`src/rtl/outputc_pkg.sv`:
```
// Shared router constants and flit-type helpers used by the output channel stage.
`default_nettype none

package outputc_pkg;

    localparam int DATAW    = 31;
    localparam int VCH      = 1;
    localparam int VCHW     = 1;
    localparam int PORTW    = 2;
    localparam int TYPE_MSB = 31;
    localparam int TYPE_LSB = 29;
    localparam int NPORT    = 5;

    localparam logic Enable  = 1'b1;
    localparam logic Disable = 1'b0;

    typedef enum logic [2:0] {
        TYPE_NONE     = 3'd0,
        TYPE_HEAD     = 3'd1,
        TYPE_TAIL     = 3'd2,
        TYPE_HEADTAIL = 3'd3,
        TYPE_DATA     = 3'd4
    } flit_type_e;

    function automatic flit_type_e flit_type(input logic [DATAW:0] d);
        return flit_type_e'(d[TYPE_MSB:TYPE_LSB]);
    endfunction

endpackage

`default_nettype wire

```
`src/rtl/outputc_rr_arb5.sv`:
```
// Five-way round-robin arbiter; the search starts at the pointer and wraps 4 -> 0.
`default_nettype none

module rr_arb5
    import outputc_pkg::*;
(
    input  logic       clk,
    input  logic       rst_,
    input  logic [4:0] req_i,
    output logic [4:0] grt_o
);

    logic [2:0] ptr_q;
    logic [2:0] ptr_d;
    logic [2:0] idx;
    logic [3:0] sum;
    logic       found;

    always_comb begin
        grt_o = '0;
        ptr_d = ptr_q;
        found = 1'b0;
        idx   = '0;
        sum   = '0;
        for (int k = 0; k < NPORT; k++) begin
            sum = {1'b0, ptr_q} + 4'(k);
            idx = (sum >= 4'd5) ? 3'(sum - 4'd5) : sum[2:0];
            if (!found && req_i[idx]) begin
                found      = 1'b1;
                grt_o[idx] = 1'b1;
                ptr_d      = (idx == 3'd4) ? 3'd0 : idx + 3'd1;
            end
        end
        // Grants must stay low while reset is held, even with live requests.
        if (!rst_) begin
            grt_o = '0;
        end
    end

    always_ff @(posedge clk or negedge rst_) begin
        if (!rst_) begin
            ptr_q <= '0;
        end else begin
            ptr_q <= ptr_d;
        end
    end

endmodule

`default_nettype wire

```
`src/rtl/outputc.sv`:
```
// Output physical-channel stage: arbitrates inputc requests, registers the granted
// flit onto the link, tracks per-VC packet locks and flags protocol errors.
`default_nettype none

module outputc
    import outputc_pkg::*;
#(
    parameter int PCHID = 0
) (
    input  logic             clk,
    input  logic             rst_,
    input  logic [DATAW:0]   idata_0,
    input  logic [DATAW:0]   idata_1,
    input  logic [DATAW:0]   idata_2,
    input  logic [DATAW:0]   idata_3,
    input  logic [DATAW:0]   idata_4,
    input  logic             ivalid_0,
    input  logic             ivalid_1,
    input  logic             ivalid_2,
    input  logic             ivalid_3,
    input  logic             ivalid_4,
    input  logic [VCHW:0]    ivch_0,
    input  logic [VCHW:0]    ivch_1,
    input  logic [VCHW:0]    ivch_2,
    input  logic [VCHW:0]    ivch_3,
    input  logic [VCHW:0]    ivch_4,
    input  logic             req_0,
    input  logic             req_1,
    input  logic             req_2,
    input  logic             req_3,
    input  logic             req_4,
    input  logic [PORTW:0]   port_0,
    input  logic [PORTW:0]   port_1,
    input  logic [PORTW:0]   port_2,
    input  logic [PORTW:0]   port_3,
    input  logic [PORTW:0]   port_4,
    output logic             grt_0,
    output logic             grt_1,
    output logic             grt_2,
    output logic             grt_3,
    output logic             grt_4,
    input  logic [VCH:0]     irdy,
    input  logic [VCH:0]     ilck,
    output logic [DATAW:0]   odata,
    output logic             ovalid,
    output logic [VCHW:0]    ovch,
    output logic [VCH:0]     ordy,
    output logic [VCH:0]     olck,
    output logic             err
);

    localparam logic [PORTW:0] PCH_SEL = (PORTW + 1)'(PCHID);

    logic [DATAW:0] data_a [NPORT];
    logic [VCHW:0]  vch_a  [NPORT];
    logic [4:0]     valid_a;
    logic [4:0]     req_eff;
    logic [4:0]     grt;

    assign data_a  = '{idata_0, idata_1, idata_2, idata_3, idata_4};
    assign vch_a   = '{ivch_0, ivch_1, ivch_2, ivch_3, ivch_4};
    assign valid_a = {ivalid_4, ivalid_3, ivalid_2, ivalid_1, ivalid_0};
    assign req_eff = {req_4 && (port_4 == PCH_SEL), req_3 && (port_3 == PCH_SEL),
                      req_2 && (port_2 == PCH_SEL), req_1 && (port_1 == PCH_SEL),
                      req_0 && (port_0 == PCH_SEL)};

    rr_arb5 u_arb (
        .clk   (clk),
        .rst_  (rst_),
        .req_i (req_eff),
        .grt_o (grt)
    );

    assign {grt_4, grt_3, grt_2, grt_1, grt_0} = grt;
    assign ordy = irdy;

    // Downstream lock state is observed only; it never steers arbitration.
    logic unused_ilck;
    assign unused_ilck = ^ilck;

    logic [DATAW:0] sel_data;
    logic [VCHW:0]  sel_vch;
    logic           sel_valid;
    logic           cap;
    logic           vch_ok;
    logic           lock_cur;
    flit_type_e     ftype;

    logic [DATAW:0] odata_q, odata_d;
    logic           ovalid_q, ovalid_d;
    logic [VCHW:0]  ovch_q, ovch_d;
    logic [VCH:0]   olck_q, olck_d;
    logic           err_q, err_d;

    always_comb begin
        sel_data  = '0;
        sel_vch   = '0;
        sel_valid = 1'b0;
        for (int i = 0; i < NPORT; i++) begin
            if (grt[i]) begin
                sel_data  = data_a[i];
                sel_vch   = vch_a[i];
                sel_valid = valid_a[i];
            end
        end
    end

    assign ftype  = flit_type(sel_data);
    assign cap    = sel_valid && (ftype != TYPE_NONE);
    assign vch_ok = (sel_vch <= (VCHW + 1)'(VCH));

    always_comb begin
        odata_d  = '0;
        ovalid_d = 1'b0;
        ovch_d   = ovch_q;
        olck_d   = olck_q;
        err_d    = err_q;
        lock_cur = 1'b0;
        for (int v = 0; v <= VCH; v++) begin
            if (sel_vch == (VCHW + 1)'(v)) begin
                lock_cur = olck_q[v];
            end
        end
        if (cap) begin
            odata_d  = sel_data;
            ovalid_d = 1'b1;
            ovch_d   = sel_vch;
            case (ftype)
                TYPE_HEAD: begin
                    if (lock_cur) err_d = 1'b1;
                    for (int v = 0; v <= VCH; v++) begin
                        if (sel_vch == (VCHW + 1)'(v)) olck_d[v] = 1'b1;
                    end
                end
                TYPE_TAIL: begin
                    if (!lock_cur) err_d = 1'b1;
                    for (int v = 0; v <= VCH; v++) begin
                        if (sel_vch == (VCHW + 1)'(v)) olck_d[v] = 1'b0;
                    end
                end
                TYPE_HEADTAIL: if (lock_cur)  err_d = 1'b1;
                TYPE_DATA:     if (!lock_cur) err_d = 1'b1;
                default: ;
            endcase
            if (!vch_ok) err_d = 1'b1;
        end
    end

    always_ff @(posedge clk or negedge rst_) begin
        if (!rst_) begin
            odata_q  <= '0;
            ovalid_q <= 1'b0;
            ovch_q   <= '0;
            olck_q   <= '0;
            err_q    <= 1'b0;
        end else begin
            odata_q  <= odata_d;
            ovalid_q <= ovalid_d;
            ovch_q   <= ovch_d;
            olck_q   <= olck_d;
            err_q    <= err_d;
        end
    end

    assign odata  = odata_q;
    assign ovalid = ovalid_q;
    assign ovch   = ovch_q;
    assign olck   = olck_q;
    assign err    = err_q;

endmodule

`default_nettype wire

```
`config.mk`:
```
export PLATFORM = sky130hd
export DESIGN_NAME = outputc
export DESIGN_NICKNAME = d
export VERILOG_FILES = /design/src/rtl/outputc_pkg.sv /design/src/rtl/outputc_rr_arb5.sv /design/src/rtl/outputc.sv
export SDC_FILE = /design/constraint.sdc
export NUM_CORES = 1
export LEC_CHECK = 0
export ABC_AREA = 1
export CAP_MARGIN = 15
export CORE_MARGIN = 2
export CORE_UTILIZATION = 37
export CTS_BUF_LIST = sky130_fd_sc_hd__clkbuf_4 sky130_fd_sc_hd__clkbuf_8 sky130_fd_sc_hd__clkbuf_16
export DETAILED_ROUTE_END_ITERATION = 8
export PLACE_DENSITY = 0.8
export REMOVE_ABC_BUFFERS = 1
export SETUP_SLACK_MARGIN = 0.3
export SLEW_MARGIN = 30
export SYNTH_ARGS = -nofsm -noshare
export SYNTH_HDL_FRONTEND = slang
export SYNTH_SLANG_ARGS = --single-unit
```
`constraint.sdc`:
```
create_clock -name clk -period 3.66 [get_ports clk]
set_input_delay 0.732 -clock clk [delete_from_list [all_inputs] [get_ports clk]]
set_output_delay 0.732 -clock clk [all_outputs]
set_load 0.05 [all_outputs]
```
==> impl_metrics.tcl <==
set metrics [dict create \
    status "finished, violations left" \
    violations "setup timing" \
    syn_to_final_growth_pct 103 \
    min_period_ps 3800 \
    hold_viol 0 \
    numCtsBuffers 5 \
    cts_tree "built" \
    dieWidth_microns 115 \
    synth_top_area_cell "dfrtp_1" \
    grt_max_degree 45 \
    drt-total-wl_mm 22.6 \
    drc 0 \
    start_util_pct 38.0 \
    clock-root-buffer "clkbuf_16" \
    grt_pass1_wl_mm 31.7 \
    final_nets 1316 \
    antenna_found_initial 0 \
    via_per_inst 5.55 \
    ys_seq_area_share_pct 22.5 \
    slowest_stage "dfrtp_1" \
    drt_iter0_drc 543 \
    period_share_pct 104 \
    fin_area_sq_um 9250 \
    layout-drive-gt1-share_pct 29.5 \
    ys_types 43 \
    synth_top_area_share_pct 22.5 \
    cp-start-kind "register" \
    post-place-ws_ps -299 \
    dp_hpwl_mm 15.0 \
    clockBufferDepth 2 \
    clkSlewWorstSetupHoldPaths_ps 70 \
    diodes 0 \
    final_antenna_net_count 0 \
    overflow 0 \
    die_area_sq_um 13200 \
    skew_ps 11.8 \
    setup_slack_ps -136 \
    synth-edff-count 0 \
    report.final.slew_viol_count 0 \
    gp_congestion 0.904 \
    required_ps 3830 \
    core_sq_um 12000 \
    fmax_mhz 263 \
    synthesis.instances 751 \
    hold_path.class "in -> async" \
    holdBufCountCts 0 \
    wl_per_cell_microns 18.2 \
    placed_cell_area_sq_um 7680 \
    clock_latency_ps 290 \
    crit_top_cell "nand2_1" \
    num_io_pins 246 \
    slowest_delay_ps 390 \
    vias 6903 \
    yosys-top-cells-area "dfrtp_1 (22%), nand2_1 (21%), nor2_1 (8.1%)" \
    criticalPathCategory "reg -> reg" \
    slew_headroom_pct 54.6 \
    cts_max_level 2 \
    die-height_microns 115 \
    ys.flop_type "dfrtp_1" \
    grt_pass1_vias 6463 \
    rows 40 \
    worstPathArrival_ps 3960 \
    setup_viol 40 \
    drt-pass1-iter-count 7 \
    max_cap_viol_count 0 \
    syn-mean-instance-area_sq_um 6.07 \
    yosysWarnings 0 \
    rsz0062_at_grt "yes" \
    portBuffers 239 \
    clock-sinks 41 \
    worst_pin_slew_ps 682 \
    async_flop_share_pct 100 \
    grt_util_all_layers_pct 30.5 \
    ys_ff_latch 41 \
    cp_max_fo 7 \
    final_core_util_pct 77.0 \
    netlist_area_sq_um 4560 \
    crit_path_end_kind "register" \
]
state kept, by name, indices dropped and copies added (netlist names):
name / cells
ovch: 2
odata: 32
u_arb.ptr_q: 3
err: 1
ovalid: 1
olck: 2
cells by family (layout without fill, tap and decap cells):
group	after synthesis	in the layout	synth area share [%]
flip-flops	41	41	22.5
XOR/XNOR	2	2	0.384
AND/OR/NAND/NOR	473	475	45.0
adder cells (fa/ha/maj)	18	18	5.10
AO/OA/AOI/OAI	106	106	16.0
buffers and inverters	111	455	11.0
layout by cell type (no fill, tap or decap), types with 6 or more instances in the layout:
cell             synthesis  layout
a21oi_1                  8       6
dfrtp_1                 41      39
clkbuf_16                0       8
clkdlybuf4s50_1          0     233
nor2_1                  98      68
o22ai_1                 27      21
ha_1                    17      12
buf_6                    6      27
nand2_1                250     230
inv_1                   63      49
a311oi_2                 0      17
nor2_4                   1      22
o21ai_1                  5      14
nand4_1                 14      14
inv_2                    8      16
a311oi_1                27       8
nand2_2                 20      31
o21ai_0                 20       9
nor2_2                  11      20
nand2_4                  3      13
buf_12                   0      15
nand3_1                 62      48
o22ai_2                  0       6
nand3_2                  6      17
buf_4                    4      86
cell usage after synthesis, drive strengths merged (3+ instances only):
cell      n
nand4    15
a31oi     3
nand3    68
inv      71
nor3      5
dfrtp    41
o211ai    4
ha       17
nor2    110
clkbuf   14
o22ai    27
o21ai    28
a311oi   27
a21oi    11
nand2   273
buf      24
through the flow:
step	cells	TNS, ps	hold slack [ps]
4_1_cts	1227	0	463
6_report	1244	-2760	471
3_5_place_dp	1187	-9700	479
5_1_grt	1244	-10440	496
2_1_floorplan	713	-71230	436
3_3_place_gp	1187	-7090	471
routing by layer:
layer / part of all wire, % / wire length, microns / global-route usage [%]
met5: 0 / 0 / 0
met4: 6.3 / 1420 / 14.5
met3: 8.5 / 1930 / 5.43
met2: 49 / 11100 / 54.3
met1: 36 / 8200 / 35.5
worst paths after layout:
kind,start,endpoint,slack (ps),cells past startpoint
min,rst_,odata[28],470,1
max in group asynchronous,rst_,err,2500,2
max,u_arb.ptr_q[0],odata[10],-140,31
max reg2reg,u_arb.ptr_q[0],odata[10],-140,31
min in group clk,ovch[0],ovch[0],520,2
min reg2reg,ovch[0],ovch[0],520,2
worst max-delay path, delay by kind of cell, from the launching register on:
| family | cells | cell delay, ps |
|---|---|---|
| AOI/OAI and AO/OA | 1 | 200 |
| adders and majority gates | 2 | 520 |
| buffers and inverters | 11 | 1190 |
| DFF | 1 | 390 |
| and+or+nand+nor | 17 | 1380 |
layout make-up:
| class | count | area [sq um] |
|---|---|---|
| Sequential cell | 41 | 1030 |
| Timing Repair Buffer | 375 | 3870 |
| Tap cell | 147 | 184 |
| Fill cell | 802 | 2770 |
| Clock inverter | 2 | 35.0 |
| Clock buffer | 5 | 125 |
| Multi-Input combinational cell | 601 | 3700 |
| Inverter | 73 | 297 |
timing repair:
item / in CTS / in global routing
pin swaps: 36 / 53
gates cloned: 7 / 3
buffers inserted: 26 / 14
endpoints found under the setup margin: 43 / 43
resized for setup: 128 / 99
Power is not shown: default switching activity piles up to over one toggle a cycle in this logic, so the estimate is an artifact.
